File: src/rtl/cpu_datapath.sv
// -----------------------------------------------------------------------------
// cpu_datapath
//
// Datapath and beat sequencer for the hardwired cpu controller. Holds the
// register file R0-R3, PC, AR, IR, the C/Z flags, a 74181-style ALU subset,
// a 256x8 memory, the single internal data bus and the W1/W2/W3 beat
// generator with stop/resume.
//
// Ports
//   T3            beat clock, all state changes on its rising edge
//   CLR           synchronous reset, active-low
//   SELCTL        1: RD/RS come from SEL, 0: from IR[3:0]
//   DRW           write bus into R[RD]
//   LPC/PCADD/PCINC  PC load / relative add / increment (in that priority)
//   LAR/ARINC     AR load / increment (in that priority)
//   LIR           IR <- mem[PC]
//   LDZ/LDC       load Z / C flag from the ALU
//   CIN, M, S     ALU carry-in (inverted sense), mode, function select
//   MEMW          mem[AR] <- bus
//   MBUS/ABUS/SBUS   bus sources: memory, ALU, switches (in that priority)
//   STOP          halt after this beat's actions
//   SHORT/LONG    beat-length controls
//   SEL           console RD (SEL[3:2]) and RS (SEL[1:0])
//   SD            console switch data
//   QD            console start, releases halt
//   W             one-hot beat, W[1] is W1
//   IR, C, Z, PC, AR   register observation / controller feedback
//   DBUS          combinational internal bus value
//   HALT          sequencer halted
// -----------------------------------------------------------------------------
module cpu_datapath (
    input  logic       T3,
    input  logic       CLR,
    input  logic       SELCTL,
    input  logic       DRW,
    input  logic       LPC,
    input  logic       PCINC,
    input  logic       PCADD,
    input  logic       LAR,
    input  logic       ARINC,
    input  logic       LIR,
    input  logic       LDZ,
    input  logic       LDC,
    input  logic       CIN,
    input  logic       M,
    input  logic       MEMW,
    input  logic       ABUS,
    input  logic       SBUS,
    input  logic       MBUS,
    input  logic       STOP,
    input  logic       SHORT,
    input  logic       LONG,
    input  logic [3:0] S,
    input  logic [3:0] SEL,
    input  logic [7:0] SD,
    input  logic       QD,
    output logic [3:1] W,
    output logic [7:0] IR,
    output logic       C,
    output logic       Z,
    output logic [7:0] PC,
    output logic [7:0] AR,
    output logic [7:0] DBUS,
    output logic       HALT
);

    logic [7:0] regs_r [0:3];
    logic [7:0] mem_r  [0:255];
    logic [7:0] pc_r;
    logic [7:0] ar_r;
    logic [7:0] ir_r;
    logic       c_r;
    logic       z_r;
    logic [2:0] w_r;
    logic       halt_r;

    logic [1:0] rd_s;
    logic [1:0] rs_s;
    logic [7:0] a_s;
    logic [7:0] b_s;
    logic       cin_s;
    logic [8:0] sum_s;
    logic [7:0] f_s;
    logic       carry_s;
    logic [7:0] bus_s;
    logic [7:0] mem_ar_s;
    logic [7:0] mem_pc_s;
    logic [7:0] pc_rel_s;
    logic       run_s;

    // Next beat: W1 may repeat (SHORT), W2 may stretch into W3 (LONG).
    function automatic logic [2:0] beat_next(input logic [2:0] w,
                                             input logic short_b,
                                             input logic long_b);
        logic [2:0] nxt;
        case (w)
            3'b001:  nxt = short_b ? 3'b001 : 3'b010;
            3'b010:  nxt = long_b  ? 3'b100 : 3'b001;
            3'b100:  nxt = 3'b001;
            default: nxt = 3'b001;
        endcase
        return nxt;
    endfunction

    assign run_s    = ~halt_r;
    assign rd_s     = SELCTL ? SEL[3:2] : ir_r[3:2];
    assign rs_s     = SELCTL ? SEL[1:0] : ir_r[1:0];
    assign a_s      = regs_r[rd_s];
    assign b_s      = regs_r[rs_s];
    // The controller's CIN is active-low with respect to the adder carry.
    assign cin_s    = ~CIN;
    assign mem_ar_s = mem_r[ar_r];
    assign mem_pc_s = mem_r[pc_r];
    assign pc_rel_s = pc_r + {{4{ir_r[3]}}, ir_r[3:0]};

    // ALU: logic functions when M=1, 9-bit adder functions when M=0.
    always_comb begin
        sum_s   = 9'd0;
        f_s     = 8'h00;
        carry_s = 1'b0;
        if (M) begin
            case (S)
                4'b1011: f_s = a_s & b_s;
                4'b1110: f_s = a_s | b_s;
                4'b1010: f_s = b_s;
                4'b1111: f_s = a_s;
                4'b0000: f_s = ~a_s;
                default: f_s = 8'h00;
            endcase
            carry_s = 1'b0;
        end else begin
            case (S)
                4'b1001: sum_s = {1'b0, a_s} + {1'b0, b_s} + {8'd0, cin_s};
                4'b0110: sum_s = {1'b0, a_s} + {1'b0, ~b_s} + {8'd0, cin_s};
                4'b0000: sum_s = {1'b0, a_s} + {8'd0, cin_s};
                4'b1111: sum_s = {1'b0, a_s} + 9'h0FF + {8'd0, cin_s};
                default: sum_s = 9'd0;
            endcase
            f_s = sum_s[7:0];
            // Subtract reports borrow, so its carry is inverted.
            if (S == 4'b0110) begin
                carry_s = ~sum_s[8];
            end else begin
                carry_s = sum_s[8];
            end
        end
    end

    // Internal bus source mux, MBUS > ABUS > SBUS, idle value zero.
    always_comb begin
        bus_s = 8'h00;
        if (MBUS) begin
            bus_s = mem_ar_s;
        end else if (ABUS) begin
            bus_s = f_s;
        end else if (SBUS) begin
            bus_s = SD;
        end else begin
            bus_s = 8'h00;
        end
    end

    // Memory write port; contents deliberately survive CLR.
    always_ff @(posedge T3) begin
        if (CLR && run_s && MEMW) begin
            mem_r[ar_r] <= bus_s;
        end
    end

    // Registers, flags, PC/AR/IR and beat sequencer with halt/release.
    always_ff @(posedge T3) begin
        if (!CLR) begin
            regs_r[0] <= 8'h00;
            regs_r[1] <= 8'h00;
            regs_r[2] <= 8'h00;
            regs_r[3] <= 8'h00;
            pc_r      <= 8'h00;
            ar_r      <= 8'h00;
            ir_r      <= 8'h00;
            c_r       <= 1'b0;
            z_r       <= 1'b0;
            w_r       <= 3'b001;
            halt_r    <= 1'b1;
        end else if (halt_r) begin
            // The releasing edge only clears HALT; everything else waits.
            halt_r <= ~QD;
        end else begin
            if (DRW) begin
                regs_r[rd_s] <= bus_s;
            end
            if (LIR) begin
                ir_r <= mem_pc_s;
            end
            if (LDZ) begin
                z_r <= (f_s == 8'h00);
            end
            if (LDC) begin
                c_r <= carry_s;
            end
            if (LPC) begin
                pc_r <= bus_s;
            end else if (PCADD) begin
                pc_r <= pc_rel_s;
            end else if (PCINC) begin
                pc_r <= pc_r + 8'd1;
            end
            if (LAR) begin
                ar_r <= bus_s;
            end else if (ARINC) begin
                ar_r <= ar_r + 8'd1;
            end
            w_r    <= beat_next(w_r, SHORT, LONG);
            halt_r <= STOP;
        end
    end

    assign W    = w_r;
    assign IR   = ir_r;
    assign C    = c_r;
    assign Z    = z_r;
    assign PC   = pc_r;
    assign AR   = ar_r;
    assign HALT = halt_r;
    assign DBUS = bus_s;

endmodule

File: config.mk
export PLATFORM = sky130hd
export DESIGN_NAME = cpu_datapath
export DESIGN_NICKNAME = d
export VERILOG_FILES = /design/src/rtl/cpu_datapath.sv
export SDC_FILE = /design/constraint.sdc
export NUM_CORES = 2
export LEC_CHECK = 0
export CAP_MARGIN = 15
export CORE_MARGIN = 8
export CORE_UTILIZATION = 50
export CTS_CLUSTER_DIAMETER = 80
export DETAILED_ROUTE_END_ITERATION = 12
export HOLD_SLACK_MARGIN = 0.02
export PLACE_DENSITY_LB_ADDON = 0.25
export SLEW_MARGIN = 20
export SYNTH_ARGS = -nofsm -noshare
export SYNTH_HDL_FRONTEND = slang
export SYNTH_SLANG_ARGS = --single-unit
File: constraint.sdc
create_clock -name T3 -period 7.9 [get_ports T3]
set_input_delay 0.79 -clock T3 [delete_from_list [all_inputs] [get_ports T3]]
set_output_delay 0.79 -clock T3 [all_outputs]
set_load 0.01 [all_outputs]
==> flow_summary.toml <==
[sta]
max_freq_ghz = 0.1388
timing_max_transition_violations_final = 0
setup_total_negative_slack_ns = 0
final-setup-viol-count = 0
hold_ws_ns = 0.4562
worst_setup_skew_after_layout_ns = 0.04830
final_hold_viol_count = 0
period_share_pct = 91.18
grt_setup_unrepaired = "no"
worst_slew_pin_slew_ns = 1.297
max_slew_margin_pct = 13.24
finalWorstPathRequiredPeriod_ns = 7.203

[die]
pin_count = 76
die_y_um = 464.3
overall_die_area_sq_mm = 0.2156
floorplan.core_area_sq_mm = 0.1997
floorplan.rows = 164
die_w_um = 464.3
initial_core_utilization_pct = 50.33

[global_routing]
globalRouteTotalUtil_pct = 26.42
first_global_vias = 55100
number_of_antenna_violations_at_the_first_check_in_global_routing = 16
grt_max_degree = 257
wire_length_of_the_first_global_routing_pass_um = 413600
grt_overflow_total = 0

[route]
dr.pass1.iters = 6
wl_per_cell_um = 37.18
wl_um = 287000
vias_per_cell = 7.066
drc = 0
drt_first_iter_violations = 7726
detailroute.via_count = 54550
final_antenna_net_count = 0

[setup_path]
cp.arrival_ns = 6.41
cp_cell_sequence = "buf_12 -> buf_12 -> mux4_2 -> mux4_2 -> mux2i_1 -> o21ai_0 -> nor4b_1 -> a221oi_2 -> buf_4 -> inv_8 -> clkdlybuf4s50_1"
endpoint = "DBUS[5]"
worst_r2r_path_depth = 11
reg2reg_end = "mem_r[198][3]"
required_time_at_the_endpoint_of_the_critical_path_ns = 7.11
cpMaxStageDelayCell = "sky130_fd_sc_hd__dfxtp_4"
critical_path_launch_point_type = "flip-flop"
critical_path.max_fanout = 97
timing.critical_path.to_type = "output pin"
critical-path-max-stage-delay_ns = 0.91
setup.reg_to_reg.worst_slack_ns = 1.72
timing_worst_setup_path_type = "flip-flop to output pin"

[cts]
cts-buffers-inserted = 217
cts_max_level = 4
ctsResizeCount = 0
clkSinkCount = 2118
path_clk_slew_ns = 0.07
tritoncts = "built"
post-cts-setup-buffers = 0
cts_hold_buffers = 0
worstSkewPairLatency_ns = 0.89
clock_tree.root_cell = "sky130_fd_sc_hd__clkbuf_16"
clock_tree.buffer_depth = 3

[flow_run]
cap_viol_max_count = 0

[logic_synthesis]
post_synth_inst_count = 4777
dominantRegCellSynth = "sky130_fd_sc_hd__edfxtp_1"
syn_nets = 4850
ys_async_sr_fraction_pct = 0
flip_flop_and_latch_count_after_synthesis = 2118
synth-edff-count = 2080
syn_std_cell_area_sq_mm = 0.1005
netlist.area_leader.share_pct = 62.16
ys_seq_area_share_pct = 62.91
biggest_area_consumer_among_synthesized_cells = "sky130_fd_sc_hd__edfxtp_1"
syn_area_per_cell_sq_um = 21.04
synthesis.yosys.warnings = 0
synth_common_cells = "2080 x sky130_fd_sc_hd__edfxtp_1, 1351 x sky130_fd_sc_hd__mux4_2, 338 x sky130_fd_sc_hd__nor2_1"
library_cells_used_by_synthesis = 83
netlist_top_cells_area = "sky130_fd_sc_hd__edfxtp_1 62%, sky130_fd_sc_hd__mux4_2 30%, sky130_fd_sc_hd__nor2_1 1.3%, sky130_fd_sc_hd__dfxtp_1 0.76%, sky130_fd_sc_hd__clkbuf_1 0.75%"
synth_most_common_cell = "sky130_fd_sc_hd__edfxtp_1"

[power]
power_per_cell_area_mw_per_mm2 = 237.2
vdd.ir_drop.worst_uv = 270.8
leakagePower_nw = 32.97

[status]
status = "finished, final reports clean"

[finish]
layout.cell_area.non_filler_sq_mm = 0.1123
layout.filler_cells = 14570
final_layout_size_suffix_gt1_share_pct = 38.42
layout-area-overhead-vs-synth_pct = 11.74
finalNetCount = 4947
final_core_utilization_pct = 56.24

[placement]
buffers_added_on_ports = 75
gp_routability_congestion = 0.9097
detailed_place_hpwl_um = 184400
post_dp_cell_area_sq_mm = 0.1048

[worst_hold_path]
worst_hold_path_type = "flip-flop to flip-flop"
[flip-flops by register name, summed over array words and instances, names as in the netlist, named ones only]
register and cells:
AR 8, regs_r 32, IR 8, C 1, Z 1, W 3, HALT 1, mem_r 2048
PC 8
[layer usage]
metal | GRT usage, % | part of all wire (%) | up-vias | wire length [um]
li1 | - | - | 21180 | -
met1 | 37.09 | 38 | 29410 | 108600
met2 | 39.70 | 46 | 3360 | 132000
met3 | 7.402 | 12 | 596 | 33090
met4 | 10.47 | 4.6 | 6 | 13250
met5 | 0 | 0.017 | - | 48
[power by group]
| part | total [mW] | internal, mW | switching (mW) | leakage (nW) |
|---|---|---|---|---|
| sequential | 12.9 | 12.8 | 0.113 | 19.2 |
| combinational | 3.24 | 1.29 | 1.96 | 10.3 |
| clock | 10.5 | 6.07 | 4.46 | 3.52 |
| total | 26.6 | 20.1 | 6.53 | 33.0 |
[cell type report]
class	count	area, sq um	area share (%)
diodes	7	17.52	0.01560
clock buffers	257	5602	4.989
clock inverters	145	1695	1.510
inverters	51	246.5	0.2195
multi-input cells	2230	35560	31.67
flip-flops and latches	2118	63260	56.34
well taps	2656	3323	2.960
repair buffers	256	2576	2.294
[worst max-delay path, delay by kind of cell, from the launching register on]
kind / cells / cell delay (ns)
buffers and inverters: 5 / 1.81
flip-flops: 1 / 0.91
AND/OR/NAND/NOR: 1 / 0.87
AO/OA/AOI/OAI: 2 / 0.80
multiplexers: 3 / 0.78
[cell families after synthesis]
kind of cell	Yosys count	synth area share (%)
compound gates	233	1.624
xor+xnor	14	0.1220
flops	2118	62.91
simple gates	560	2.378
fa+ha+maj	37	0.4781
mux	1386	30.64
buf+inv	429	1.843
[through the flow]
stage               instances  setup WS [ns]  power, mW
floorplan                4777         0.2754      15.16
global placement         7309          1.029      16.27
detailed placement       7309         0.9151      16.32
CTS                      7711         0.7066      26.71
global route             7713         0.4487      27.27
finish                   7720         0.6970      26.63
[cells in the final DEF, fill, tap and decap left out, types with 39 or more instances in the layout]
| master | synthesis | layout |
|---|---|---|
| sky130_fd_sc_hd__a21oi_1 | 53 | 53 |
| sky130_fd_sc_hd__buf_4 | 23 | 145 |
| sky130_fd_sc_hd__clkbuf_1 | 202 | 39 |
| sky130_fd_sc_hd__clkbuf_16 | 0 | 218 |
| sky130_fd_sc_hd__clkdlybuf4s50_1 | 0 | 74 |
| sky130_fd_sc_hd__clkinv_1 | 1 | 48 |
| sky130_fd_sc_hd__edfxtp_1 | 2080 | 2080 |
| sky130_fd_sc_hd__inv_1 | 48 | 41 |
| sky130_fd_sc_hd__mux4_2 | 1351 | 1351 |
| sky130_fd_sc_hd__nand2_1 | 97 | 97 |
| sky130_fd_sc_hd__nor2_1 | 338 | 297 |
| sky130_fd_sc_hd__nor2_2 | 0 | 41 |
[how the worst min path moves through the flow]
| stage | start | to | slack [ns] | cells after the start |
|---|---|---|---|---|
| 3_5_place_dp | IR[6] | IR[6] | 0.45 | 2 |
| 4_1_cts | IR[6] | IR[6] | 0.46 | 2 |
| 2_1_floorplan | IR[4] | IR[4] | 0.48 | 2 |
| 5_1_grt | IR[6] | IR[6] | 0.49 | 2 |
| 3_3_place_gp | IR[6] | IR[6] | 0.45 | 2 |
| 6_report | IR[6] | IR[6] | 0.46 | 2 |
Note: power is estimated with default switching activity, not from simulation.
